==> config.mk <==
export PLATFORM = sky130hd
export DESIGN_NAME = fpr_cdb_arbiter_flat
export DESIGN_NICKNAME = d
export VERILOG_FILES = /design/src/rtl/fpr_cdb_arbiter_pkg.sv /design/src/rtl/req_if.sv /design/src/rtl/cdb_slot_shifter.sv /design/src/rtl/fpr_cdb_arbiter.sv /design/src/flat_wrapper.sv
export SDC_FILE = /design/constraint.sdc
export NUM_CORES = 1
export LEC_CHECK = 0
export CAP_MARGIN = 20
export CORE_MARGIN = 2
export CORE_UTILIZATION = 42
export DETAILED_ROUTE_END_ITERATION = 10
export PLACE_DENSITY = 0.92
export SLEW_MARGIN = 40
export SYNTH_ARGS = -nofsm -noshare
export SYNTH_HDL_FRONTEND = slang
export SYNTH_SLANG_ARGS = --single-unit
==> constraint.sdc <==
create_clock -name clk -period 1.73 [get_ports clk]
set_input_delay 0.346 -clock clk [delete_from_list [all_inputs] [get_ports clk]]
set_output_delay 0.346 -clock clk [all_outputs]
set_load 0.02 [all_outputs]
==> src/rtl/fpr_cdb_arbiter_pkg.sv <==
// Shared types for the FP common data bus arbiter: bus format, ROB tag width
// and the identity of the unit whose result bus a reserved slot will read.
package fpr_cdb_arbiter_pkg;

   localparam int ROB_WIDTH  = 6;
   localparam int DATA_WIDTH = 32;

   // Request ports, listed in descending grant priority.
   localparam int NUM_REQ        = 4;
   localparam int REQ_FDIV_FSQRT = 0;
   localparam int REQ_FADD       = 1;
   localparam int REQ_FMUL       = 2;
   localparam int REQ_MISC       = 3;

   typedef struct packed {
      logic                  valid;
      logic [ROB_WIDTH-1:0]  tag;
      logic [DATA_WIDTH-1:0] data;
   } cdb_t;

   // SRC_NONE is what an empty slot carries; it never selects a result bus.
   typedef enum logic [2:0] {
      SRC_FDIV  = 3'd0,
      SRC_FSQRT = 3'd1,
      SRC_FADD  = 3'd2,
      SRC_FMUL  = 3'd3,
      SRC_MISC  = 3'd4,
      SRC_NONE  = 3'd7
   } fpr_src_t;

endpackage

==> src/rtl/req_if.sv <==
// Single-beat request handshake between an FP unit and the CDB arbiter.
interface req_if;
   logic valid;
   logic ready;
   modport sink   (input valid, output ready);
   modport source (output valid, input ready);
endinterface

==> src/rtl/cdb_slot_shifter.sv <==
// Reservation shift register for the CDB: slot k holds the result that will
// appear on its unit's result bus k cycles from now. Writes made this cycle
// overlay the current view, so slot 0 reflects a zero-latency write at once.
module cdb_slot_shifter
   import fpr_cdb_arbiter_pkg::*;
#(
   parameter int DEPTH  = 15,
   parameter int NUM_WR = 4,
   parameter int SLOT_W = $clog2(DEPTH + 1)
) (
   input  logic                 clk,
   input  logic                 reset,
   input  logic [NUM_WR-1:0]    wr_en,
   input  logic [SLOT_W-1:0]    wr_slot [NUM_WR],
   input  logic [ROB_WIDTH-1:0] wr_tag  [NUM_WR],
   input  fpr_src_t             wr_src  [NUM_WR],
   output logic [DEPTH:0]       busy,
   output logic                 slot0_valid,
   output logic [ROB_WIDTH-1:0] slot0_tag,
   output fpr_src_t             slot0_src
);

   logic [DEPTH:0]       busy_q;
   logic [DEPTH:0]       busy_eff;
   logic [ROB_WIDTH-1:0] tag_q   [DEPTH+1];
   logic [ROB_WIDTH-1:0] tag_eff [DEPTH+1];
   fpr_src_t             src_q   [DEPTH+1];
   fpr_src_t             src_eff [DEPTH+1];

   // Overlay this cycle's grants on the slots reserved in earlier cycles.
   always_comb begin
      busy_eff = busy_q;
      tag_eff  = tag_q;
      src_eff  = src_q;
      for (int w = 0; w < NUM_WR; w++) begin
         if (wr_en[w]) begin
            busy_eff[wr_slot[w]] = 1'b1;
            tag_eff[wr_slot[w]]  = wr_tag[w];
            src_eff[wr_slot[w]]  = wr_src[w];
         end
      end
   end

   // Occupancy moves one slot closer to the bus each cycle; reset drops all.
   always_ff @(posedge clk) begin
      if (reset) begin
         busy_q <= '0;
      end else begin
         busy_q <= {1'b0, busy_eff[DEPTH:1]};
      end
   end

   // Tag and source follow occupancy; they are meaningless where busy is 0.
   always_ff @(posedge clk) begin
      for (int k = 0; k < DEPTH; k++) begin
         tag_q[k] <= tag_eff[k+1];
         src_q[k] <= src_eff[k+1];
      end
      tag_q[DEPTH] <= '0;
      src_q[DEPTH] <= SRC_NONE;
   end

   assign busy        = busy_q;
   assign slot0_valid = busy_eff[0];
   assign slot0_tag   = tag_eff[0];
   assign slot0_src   = src_eff[0];

endmodule

==> src/rtl/fpr_cdb_arbiter.sv <==
// FP common data bus arbiter: grants fixed-latency FP units at dispatch time,
// reserving the future CDB slot their result will occupy, then registers the
// matured result onto fpr_cdb. MAX_LAT must cover every LAT_* parameter.
//
// Handshake: a request transfers in any cycle where valid && ready. ready is
// a function of slot occupancy and of the valids of higher-priority sources
// only, never of the source's own valid. While reset is high every ready is 1
// and no grant takes effect.
module fpr_cdb_arbiter
   import fpr_cdb_arbiter_pkg::*;
#(
   parameter int LAT_FDIV  = 11,
   parameter int LAT_FSQRT = 10,
   parameter int LAT_FADD  = 3,
   parameter int LAT_FMUL  = 2,
   parameter int LAT_MISC  = 0,
   parameter int MAX_LAT   = 15
) (
   input  logic                 clk,
   input  logic                 reset,
   req_if.sink                  fdiv_fsqrt_req,
   input  logic                 fpr_cdb_req_is_fsqrt,
   input  logic [ROB_WIDTH-1:0] fdiv_fsqrt_tag,
   input  logic [31:0]          result_fdiv,
   input  logic [31:0]          result_fsqrt,
   req_if.sink                  fadd_req,
   req_if.sink                  fmul_req,
   req_if.sink                  misc_req,
   input  logic [ROB_WIDTH-1:0] fadd_tag,
   input  logic [ROB_WIDTH-1:0] fmul_tag,
   input  logic [ROB_WIDTH-1:0] misc_tag,
   input  logic [31:0]          result_fadd,
   input  logic [31:0]          result_fmul,
   input  logic [31:0]          result_misc,
   output cdb_t                 fpr_cdb
);

   localparam int SLOT_W = $clog2(MAX_LAT + 1);

   logic [NUM_REQ-1:0]   req_valid;
   logic [NUM_REQ-1:0]   req_ready;
   logic [NUM_REQ-1:0]   grant;
   logic [SLOT_W-1:0]    req_slot [NUM_REQ];
   logic [ROB_WIDTH-1:0] req_tag  [NUM_REQ];
   fpr_src_t             req_src  [NUM_REQ];

   logic [MAX_LAT:0]     busy;
   logic                 slot0_valid;
   logic [ROB_WIDTH-1:0] slot0_tag;
   fpr_src_t             slot0_src;
   logic [31:0]          slot0_data;

   assign req_valid[REQ_FDIV_FSQRT] = fdiv_fsqrt_req.valid;
   assign req_valid[REQ_FADD]       = fadd_req.valid;
   assign req_valid[REQ_FMUL]       = fmul_req.valid;
   assign req_valid[REQ_MISC]       = misc_req.valid;

   // Per-request target slot (effective latency), tag and result source.
   always_comb begin
      req_slot[REQ_FDIV_FSQRT] = fpr_cdb_req_is_fsqrt ? SLOT_W'(LAT_FSQRT) : SLOT_W'(LAT_FDIV);
      req_tag[REQ_FDIV_FSQRT]  = fdiv_fsqrt_tag;
      req_src[REQ_FDIV_FSQRT]  = fpr_cdb_req_is_fsqrt ? SRC_FSQRT : SRC_FDIV;
      req_slot[REQ_FADD]       = SLOT_W'(LAT_FADD);
      req_tag[REQ_FADD]        = fadd_tag;
      req_src[REQ_FADD]        = SRC_FADD;
      req_slot[REQ_FMUL]       = SLOT_W'(LAT_FMUL);
      req_tag[REQ_FMUL]        = fmul_tag;
      req_src[REQ_FMUL]        = SRC_FMUL;
      req_slot[REQ_MISC]       = SLOT_W'(LAT_MISC);
      req_tag[REQ_MISC]        = misc_tag;
      req_src[REQ_MISC]        = SRC_MISC;
   end

   // Ready needs a free target slot and no valid higher-priority source
   // aiming at the same slot; distinct latencies may all be granted at once.
   always_comb begin
      req_ready = '0;
      for (int i = 0; i < NUM_REQ; i++) begin
         req_ready[i] = ~busy[req_slot[i]];
         for (int j = 0; j < i; j++) begin
            if (req_valid[j] && (req_slot[j] == req_slot[i])) begin
               req_ready[i] = 1'b0;
            end
         end
         if (reset) begin
            req_ready[i] = 1'b1;
         end
      end
      grant = req_valid & req_ready & {NUM_REQ{~reset}};
   end

   assign fdiv_fsqrt_req.ready = req_ready[REQ_FDIV_FSQRT];
   assign fadd_req.ready       = req_ready[REQ_FADD];
   assign fmul_req.ready       = req_ready[REQ_FMUL];
   assign misc_req.ready       = req_ready[REQ_MISC];

   cdb_slot_shifter #(
      .DEPTH  (MAX_LAT),
      .NUM_WR (NUM_REQ),
      .SLOT_W (SLOT_W)
   ) u_slots (
      .clk         (clk),
      .reset       (reset),
      .wr_en       (grant),
      .wr_slot     (req_slot),
      .wr_tag      (req_tag),
      .wr_src      (req_src),
      .busy        (busy),
      .slot0_valid (slot0_valid),
      .slot0_tag   (slot0_tag),
      .slot0_src   (slot0_src)
   );

   // Pick the result bus the slot-0 occupant was scheduled on.
   always_comb begin
      slot0_data = '0;
      case (slot0_src)
         SRC_FDIV:  slot0_data = result_fdiv;
         SRC_FSQRT: slot0_data = result_fsqrt;
         SRC_FADD:  slot0_data = result_fadd;
         SRC_FMUL:  slot0_data = result_fmul;
         SRC_MISC:  slot0_data = result_misc;
         default:   slot0_data = '0;
      endcase
   end

   // Register the broadcast; at most one result matures per cycle.
   always_ff @(posedge clk) begin
      if (reset) begin
         fpr_cdb <= '0;
      end else begin
         fpr_cdb.valid <= slot0_valid;
         fpr_cdb.tag   <= slot0_tag;
         fpr_cdb.data  <= slot0_data;
      end
   end

endmodule

==> src/flat_wrapper.sv <==
// flat-port wrapper written by rule: the top's interface ports become plain ports
module fpr_cdb_arbiter_flat import fpr_cdb_arbiter_pkg::*;
#(
   parameter int LAT_FDIV  = 11,
   parameter int LAT_FSQRT = 10,
   parameter int LAT_FADD  = 3,
   parameter int LAT_FMUL  = 2,
   parameter int LAT_MISC  = 0,
   parameter int MAX_LAT   = 15
)
  (clk, reset, fpr_cdb_req_is_fsqrt, fdiv_fsqrt_tag, result_fdiv, result_fsqrt, fadd_tag, fmul_tag, misc_tag, result_fadd, result_fmul, result_misc, fpr_cdb, fdiv_fsqrt_req_valid, fdiv_fsqrt_req_ready, fadd_req_valid, fadd_req_ready, fmul_req_valid, fmul_req_ready, misc_req_valid, misc_req_ready);
  req_if fdiv_fsqrt_req_i ();
  req_if fadd_req_i ();
  req_if fmul_req_i ();
  req_if misc_req_i ();
  input  logic clk;
  input  logic reset;
  input  logic fpr_cdb_req_is_fsqrt;
  input  logic [ROB_WIDTH-1:0] fdiv_fsqrt_tag;
  input  logic [31:0] result_fdiv;
  input  logic [31:0] result_fsqrt;
  input  logic [ROB_WIDTH-1:0] fadd_tag;
  input  logic [ROB_WIDTH-1:0] fmul_tag;
  input  logic [ROB_WIDTH-1:0] misc_tag;
  input  logic [31:0] result_fadd;
  input  logic [31:0] result_fmul;
  input  logic [31:0] result_misc;
  output cdb_t fpr_cdb;
  input wire logic [$bits(fdiv_fsqrt_req_i.valid)-1:0] fdiv_fsqrt_req_valid;
  output wire logic [$bits(fdiv_fsqrt_req_i.ready)-1:0] fdiv_fsqrt_req_ready;
  input wire logic [$bits(fadd_req_i.valid)-1:0] fadd_req_valid;
  output wire logic [$bits(fadd_req_i.ready)-1:0] fadd_req_ready;
  input wire logic [$bits(fmul_req_i.valid)-1:0] fmul_req_valid;
  output wire logic [$bits(fmul_req_i.ready)-1:0] fmul_req_ready;
  input wire logic [$bits(misc_req_i.valid)-1:0] misc_req_valid;
  output wire logic [$bits(misc_req_i.ready)-1:0] misc_req_ready;
  assign fdiv_fsqrt_req_i.valid = fdiv_fsqrt_req_valid;
  assign fdiv_fsqrt_req_ready = fdiv_fsqrt_req_i.ready;
  assign fadd_req_i.valid = fadd_req_valid;
  assign fadd_req_ready = fadd_req_i.ready;
  assign fmul_req_i.valid = fmul_req_valid;
  assign fmul_req_ready = fmul_req_i.ready;
  assign misc_req_i.valid = misc_req_valid;
  assign misc_req_ready = misc_req_i.ready;
  fpr_cdb_arbiter #(.LAT_FDIV(LAT_FDIV), .LAT_FSQRT(LAT_FSQRT), .LAT_FADD(LAT_FADD), .LAT_FMUL(LAT_FMUL), .LAT_MISC(LAT_MISC), .MAX_LAT(MAX_LAT)) u_core (.clk(clk), .reset(reset), .fdiv_fsqrt_req(fdiv_fsqrt_req_i), .fpr_cdb_req_is_fsqrt(fpr_cdb_req_is_fsqrt), .fdiv_fsqrt_tag(fdiv_fsqrt_tag), .result_fdiv(result_fdiv), .result_fsqrt(result_fsqrt), .fadd_req(fadd_req_i), .fmul_req(fmul_req_i), .misc_req(misc_req_i), .fadd_tag(fadd_tag), .fmul_tag(fmul_tag), .misc_tag(misc_tag), .result_fadd(result_fadd), .result_fmul(result_fmul), .result_misc(result_misc), .fpr_cdb(fpr_cdb));
endmodule
* After elaboration in Yosys (flattened, before gate mapping) *
Index checks and enable logic that the tools add are counted.

word-level totals
  register bits = 190
  input port bits = 191
  word-level logic and storage cells = 93

operators by class
  $lt $le $gt $ge = 4
  equality and inequality tests = 6
  multiplexer cells = 32
  bitwise logic cells = 9
  reductions and logical operators = 7

operators by type and width
  operator                                                              number
  96-bit 2-to-1 mux                                                     2
  32-bit one-hot mux with 5 select lines                                1
  96-bit bitwise mux                                                    1
  48-bit 2-to-1 mux                                                     2
  84-bit 2-to-1 mux                                                     1
  78-bit 2-to-1 mux                                                     1
  48-bit bitwise mux                                                    1
  42-bit 2-to-1 mux                                                     1
  39-bit 2-to-1 mux                                                     1
  6-bit demux with 4-bit select                                         1
  16-bit 2-to-1 mux                                                     1
  16-bit OR                                                             1
  3-bit demux with 4-bit select                                         1
  1-bit 2-to-1 mux                                                      12
  4-bit bitwise AND                                                     2
  4-bit by 2-bit == test with 1-bit output, second input constant       2
  3-bit by 2-bit == test with 1-bit output, second input constant       2
  3-bit 2-to-1 mux                                                      2
  6-bit 2-to-1 mux                                                      1
  5-bit >= comparator, second input constant                            1
  1-bit logical AND                                                     5
  4-bit by 5-bit < comparator with 1-bit output, second input constant  1
  5-bit by 1-bit < comparator with 1-bit output, second input constant  1
  1-bit NOT                                                             5
  9 further kinds                                                       9

* Depth between registers and ports, before layout *
Gate-level depths: netlist (run 1).

  depth in word-level cells = 13
  mapped depth = 5
  mapped depth without buffers = 3

* Cells and area by module *
A second synthesis (run 1) with hierarchy kept.

unflattened totals
  cells, all modules = 1420
  area, all modules = 12345.6 um^2

modules (own cells, without submodules)
  module            instances  cells an instance  area an instance (um^2)  seq. area each (um^2)
  cdb_slot_shifter  1          1098               9334.0                   3002.9
  fpr_cdb_arbiter   1          322                3011.6                   780.7

* Worst setup path before layout (run 1) *
Ideal clock, no wire load.

  path type = in2reg
  from = input fpr_cdb_req_is_fsqrt
  to = register u_core.u_slots.tag_q[36] (netlist bit)
  arrival time = 1.215 ns
  path slack = 0.395 ns
  stages = 3
  path buffers = 0
  cells stage by stage = inv_1 nor4b_4 mux2_2

RTL lines
  what                             line                    text
  from (decl)                      flat_wrapper.sv:18      input logic fpr_cdb_req_is_fsqrt;
  to (signal, indexed assignment)  cdb_slot_shifter.sv:56  tag_q[k] <= tag_eff[k+1];
  to (decl)                        cdb_slot_shifter.sv:25  logic [ROB_WIDTH-1:0] tag_q [DEPTH+1];

* Worst setup path after layout (run 1) *
  from = register u_core.fpr_cdb[33] (netlist name)
  to = output fpr_cdb[33] (netlist bit)

RTL lines
  what       line                text
  to (decl)  flat_wrapper.sv:28  output cdb_t fpr_cdb;

No word-level cell between the ends.

==> flow_metrics.env, run 1 <==
export IMPL_status="complete, no violations"
export IMPL_critPathKind="flip-flop to primary output"
export IMPL_ir_worst_vdd_v=0.000768
export IMPL_tightest_slew_ps=335
export IMPL_cts_sinks=141
export IMPL_drv_cap=0
export IMPL_postSynthCellCount=453
export IMPL_cts_buffers=17
export IMPL_dp_slack_ps=-342
export IMPL_fin_skew_ps=13.5
export IMPL_grt_max_degree=51
export IMPL_synthMuxAreaShare_pct=10.9
export IMPL_synthArstFlopShare_pct=0
export IMPL_place_gp_congestion=0.945
export IMPL_yosysWarnings=0
export IMPL_grt_pass1_wl_um=24900
export IMPL_cp_arrival_ps=1350
export IMPL_track_usage_pct=24.7
export IMPL_numPortBuffers=233
export IMPL_die_area_mm2=0.0132
export IMPL_synth_edf_count=0
export IMPL_timing_hold_violations_final=0
export IMPL_antenna_found_initial=2
export IMPL_crit_path_end_kind="primary output"
export IMPL_slowest_delay_ps=620
export IMPL_die_y_um=115
export IMPL_dieWidth_um=115
export IMPL_cts_tree="built"
export IMPL_clk_pin_slew_ps=70
export IMPL_cts_root_buf="clkbuf_16"
export IMPL_critical_path_cell_chain="clkdlybuf4s50_1"
export IMPL_min_period_ps=1700
export IMPL_core_mm2=0.0120
export IMPL_grt_overflow=0
export IMPL_cts_path_max_buffers=2
export IMPL_first_pass_iters=5
export IMPL_required_ps=1380
export IMPL_synth_area_mm2=0.00518
export IMPL_grt_pass1_vias=4602
export IMPL_yosys_area_share_simple_pct=17.6
export IMPL_ant_nets=0
export IMPL_final_common_cell="clkdlybuf4s50_1"
export IMPL_rsz0062_at_grt="false"
export IMPL_synth_top_family_by_area="simple AND/OR/NAND/NOR gates"
export IMPL_relSlewSlack_pct=77.4
export IMPL_dpl_instance_area_mm2=0.00780
export IMPL_post_drt_wl_per_cell_um=19.1
export IMPL_vias=4596
export IMPL_path_max_fanout=1
export IMPL_syn_to_final_growth_pct=62.9
export IMPL_nNetsFinal=890
export IMPL_start_util_pct=43.1
export IMPL_critPathLaunchType="flip-flop"
export IMPL_post_route_drc_count=0
export IMPL_synth_compound_area_share_pct=11.8
export IMPL_rows=40
export IMPL_synth_xor_area_share_pct=0
export IMPL_dr_first_iter_drc_count=390
export IMPL_power_density_mw_per_mm2=1000
export IMPL_post_route_period_util_pct=98.3
export IMPL_final_cell_mix="clkdlybuf4s50_1 (224), dfxtp_1 (141), nand3_1 (93), mux2_2 (50), o21ai_0 (33)"
export IMPL_clk_latency_ps=410
export IMPL_synth_cell_types=27
export IMPL_via_per_inst=5.34
export IMPL_dp_hpwl_um=12400
export IMPL_syn_nets=644
export IMPL_fin_ws_ps=30.1
export IMPL_finalSetupViolCount=0
export IMPL_synth_fa_ha_area_share_pct=0
export IMPL_routed_wl_um=16500
export IMPL_max_freq_mhz=588
export IMPL_slowest_stage="clkdlybuf4s50_1"
export IMPL_ys_seq_area_share_pct=54.5
export IMPL_cp_num_buf_inv=1
export IMPL_slew_viol_final=0
export IMPL_fin_setup_tns_ps=0
export IMPL_boundaryPins=234
export IMPL_worstHoldPathType="flip-flop to flip-flop"
export IMPL_syn_avg_cell_area_um2=11.4
export IMPL_design_area_mm2=0.00844
export IMPL_power_leakage_uw=0.00314
export IMPL_reg2reg_setup_slack_ps=170
export IMPL_drive_gt1_share_pct=22.6
export IMPL_ys_ff_latch=141
export IMPL_synth_flop_cell="dfxtp_1"
export IMPL_cp_top_family="buffers and inverters"
export IMPL_total_power_uw=8470
export IMPL_cts_htree_levels=4
==> metal layers <==
layer / up-vias / wire, um / part of all wire, % / track usage, %
met3: 44 / 1430 / 8.7 / 8.12
li1: 2132 / - / - / -
met2: 249 / 8130 / 49 / 42.4
met5: - / 0 / 0 / 0
met1: 2171 / 6340 / 38 / 28.2
met4: 0 / 584 / 3.5 / 10.9
==> layout make-up <==
cell class	count	area [um2]
antenna	2	5.00
sequential	141	2820
clock inverter	15	193
tap	147	184
timing repair buffer	265	2680
fill	834	3570
multi-input combinational	270	2110
inverter	4	15.0
clock buffer	17	425
==> stage by stage <==
stage / std cells / hold WS [ps] / util, %
after floorplan: 453 / 310 / -
after global placement: 825 / 310 / 64.9
after detailed placement: 825 / 312 / 64.9
after CTS: 857 / 327 / 70.0
after global routing: 861 / 331 / 70.2
final: 861 / 323 / 70.2
==> registers in the layout, summed over array words and instances, names as in the netlist <==
| signal | flops |
|---|---|
| u_core.u_slots.src_q | 25 |
| u_core.fpr_cdb | 39 |
| u_core.u_slots.tag_q | 66 |
| u_core.u_slots.busy | 11 |
==> kinds of logic after synthesis <==
group           count (synthesis)
simple gates                  153
flops                         141
compound gates                 67
mux                            50
buf+inv                        42
==> final timing paths <==
path                         endpoint  depth (start not counted)                     start
max                       fpr_cdb[33]                          1        u_core.fpr_cdb[33]
min          u_core.u_slots.tag_q[42]                          0  u_core.u_slots.tag_q[36]
max reg2reg        u_core.fpr_cdb[31]                          5  u_core.u_slots.src_q[45]
min reg2reg  u_core.u_slots.tag_q[42]                          0  u_core.u_slots.tag_q[36]
==> power by group <==
group / leakage [uW] / total, uW / switching (uW) / internal (uW)
logic: 0.00168 / 1290 / 521 / 773
clock network: 0.000295 / 3660 / 1580 / 2090
registers: 0.00116 / 3510 / 62.6 / 3450
total: 0.00314 / 8470 / 2160 / 6310
==> cells in the mapped netlist, types with 3 or more instances <==
master,instances,area share (%)
dfxtp_1,141,54
nand3_1,93,9.0
mux2_2,50,11
o21ai_0,33,3.2
buf_2,21,2.0
a41oi_2,20,6.3
nand2_1,15,1.1
a41oi_1,12,2.0
nor2b_1,12,1.4
buf_6,10,2.2
nand3_2,10,1.9
and2_1,6,0.72
clkbuf_1,4,0.29
inv_1,4,0.29
or2_2,4,0.48
nor3b_2,3,0.72
==> repair_timing <==
item	4_1_cts	5_1_grt
buffers inserted	0	2
hold buffers	0	0
setup endpoints to repair	6	6
gates resized for setup	5	5
(Power assumes the default switching activity.)
==> run 2, diff against run 1 <==
==> constraint.sdc (replaced) <==
create_clock -name clk -period 1.73 [get_ports clk]
set_input_delay 0.519 -clock clk [delete_from_list [all_inputs] [get_ports clk]]
set_output_delay 0.519 -clock clk [all_outputs]
set_load 0.02 [all_outputs]
==> flow_metrics.env, run 2 (same netlist as run 1, synthesis figures left out) <==
export IMPL_ir_worst_vdd_v=0.000819
export IMPL_die_y_um=115
export IMPL_cp_arrival_ps=1970
export IMPL_drive_gt1_share_pct=22.6
export IMPL_highest_signal_layer="met4"
export IMPL_track_usage_pct=24.2
export IMPL_place_gp_congestion=0.902
export IMPL_post_drt_wl_per_cell_um=19.2
export IMPL_relSlewSlack_pct=78.8
export IMPL_fin_ws_ps=34.7
export IMPL_dr_first_iter_drc_count=392
export IMPL_numPortBuffers=233
export IMPL_antenna_found_initial=3
export IMPL_status="complete, no violations"
export IMPL_fin_util_pct=69.5
export IMPL_power_leakage_uw=0.00322
export IMPL_core_mm2=0.0120
export IMPL_clk_pin_slew_ps=60
export IMPL_wl_met3_um=1280
export IMPL_grt_pass1_wl_um=24300
export IMPL_max_freq_mhz=590
export IMPL_dp_hpwl_um=12100
export IMPL_required_ps=2000
export IMPL_finalSetupViolCount=0
export IMPL_critical_path_cell_chain="clkdlybuf4s50_1 > or3b_4 > buf_12 > nand3_1 > a41oi_2"
export IMPL_critPathKind="input pin to flip-flop"
export IMPL_cts_root_buf="clkbuf_16"
export IMPL_clk_latency_ps=410
export IMPL_boundaryPins=234
export IMPL_wl_met2_um=8300
export IMPL_cts_sinks=141
export IMPL_numPlacedInstances=821
export IMPL_slowest_delay_ps=500
export IMPL_via_per_inst=5.28
export IMPL_fin_setup_tns_ps=0
export IMPL_fin_skew_ps=9.19
export IMPL_post_route_period_util_pct=98.0
export IMPL_ant_nets=0
export IMPL_tightest_slew_ps=314
export IMPL_ctsHoldBuffers=0
export IMPL_power_density_mw_per_mm2=981
export IMPL_final_cell_count_no_fill=859
export IMPL_total_power_uw=8180
export IMPL_vias=4538
export IMPL_final_cell_mix="clkdlybuf4s50_1 (188), dfxtp_1 (141), nand3_1 (93), mux2_2 (50), dlygate4sd2_1 (40)"
export IMPL_grt_max_degree=67
export IMPL_cts_buffers=17
export IMPL_dieWidth_um=115
export IMPL_routed_wl_um=16500
export IMPL_min_period_ps=1700
export IMPL_path_max_fanout=36
export IMPL_rows=40
export IMPL_slowest_stage="clkdlybuf4s50_1"
export IMPL_top_register="u_core.u_slots.tag_q"
export IMPL_post_route_drc_count=0
export IMPL_syn_to_final_growth_pct=61.1
export IMPL_critPathLaunchType="input pin"
export IMPL_dp_slack_ps=-642
export IMPL_met1_length_um=6320
export IMPL_crit_path_end_kind="flip-flop"
export IMPL_first_pass_iters=4
export IMPL_die_area_mm2=0.0132
export IMPL_timing_hold_violations_final=0
export IMPL_nNetsFinal=887
export IMPL_worstHoldPathType="flip-flop to flip-flop"
export IMPL_grt_pass1_vias=4616
export IMPL_slew_viol_final=0
export IMPL_largestRegisters="u_core.u_slots.tag_q (66), u_core.fpr_cdb (39), u_core.u_slots.src_q (25)"
export IMPL_cts_tree="built"
export IMPL_largest_reg_flops=66
export IMPL_final_common_cell="clkdlybuf4s50_1"
export IMPL_fill_cells=871
export IMPL_grt_overflow=0
export IMPL_cts_htree_levels=4
export IMPL_start_util_pct=43.1
export IMPL_drv_cap=0
export IMPL_reg2reg_setup_slack_ps=210
export IMPL_cts_path_max_buffers=2
## run 2: metal layers
metal	vias to the layer above	GRT usage, %
li1	2132	-
met3	43	6.91
met2	228	42.0
met1	2135	27.1
met5	-	0
met4	0	12.4
## run 2: through the flow
stage | hold WS, ps | instance area (um2)
floorplan | 310 | 5180
detailed placement | 312 | 7770
global placement | 310 | 7770
CTS | 323 | 8300
global route | 328 | 8340
finish | 322 | 8340
## run 2: worst paths after layout
check,start,endpoint,cells after the start
worst max-delay path,misc_req_valid,u_core.fpr_cdb[9],5
worst min-delay path,u_core.u_slots.tag_q[85],u_core.u_slots.tag_q[91],0
worst max register to register,u_core.u_slots.src_q[45],u_core.fpr_cdb[0],4
worst min register to register,u_core.u_slots.tag_q[85],u_core.u_slots.tag_q[91],0
## run 2: cell type report
class	instances	area, um2	share of cell area [%]
antenna	3	7.51	0.0900
clock buffer	19	433	5.19
tap	147	184	2.20
multi-input combinational	270	2110	25.3
inverter	4	15.0	0.180
sequential	141	2820	33.8
clock inverter	13	130	1.56
timing repair buffer	262	2640	31.6
## run 2: timing repair
item	4_1_cts	5_1_grt
resized for setup	58	8
buffers inserted	2	0
pin swaps	1	0
endpoints found under the setup margin	67	7
cloned	0	1
## run 2: worst max-delay path: cells and delay by family
kind,cells,cell delay (ps)
AND/OR/NAND/NOR,2,610
buffers and inverters,2,700
AO/OA/AOI/OAI,1,130
## run 2: power by group
part	switching (uW)	internal, uW
clock network	1410	2010
registers	64.1	3450
logic	518	731
==> run 3, diff against run 2 <==
--- a/config.mk
+++ b/config.mk
@@ -5,7 +5,6 @@
 export SDC_FILE = /design/constraint.sdc
 export NUM_CORES = 1
 export LEC_CHECK = 0
-export CAP_MARGIN = 20
 export CORE_MARGIN = 2
 export CORE_UTILIZATION = 42
 export DETAILED_ROUTE_END_ITERATION = 10
==> results of run 3 <==
Same layout as run 2: the final DEF is identical, and so are final timing and power.
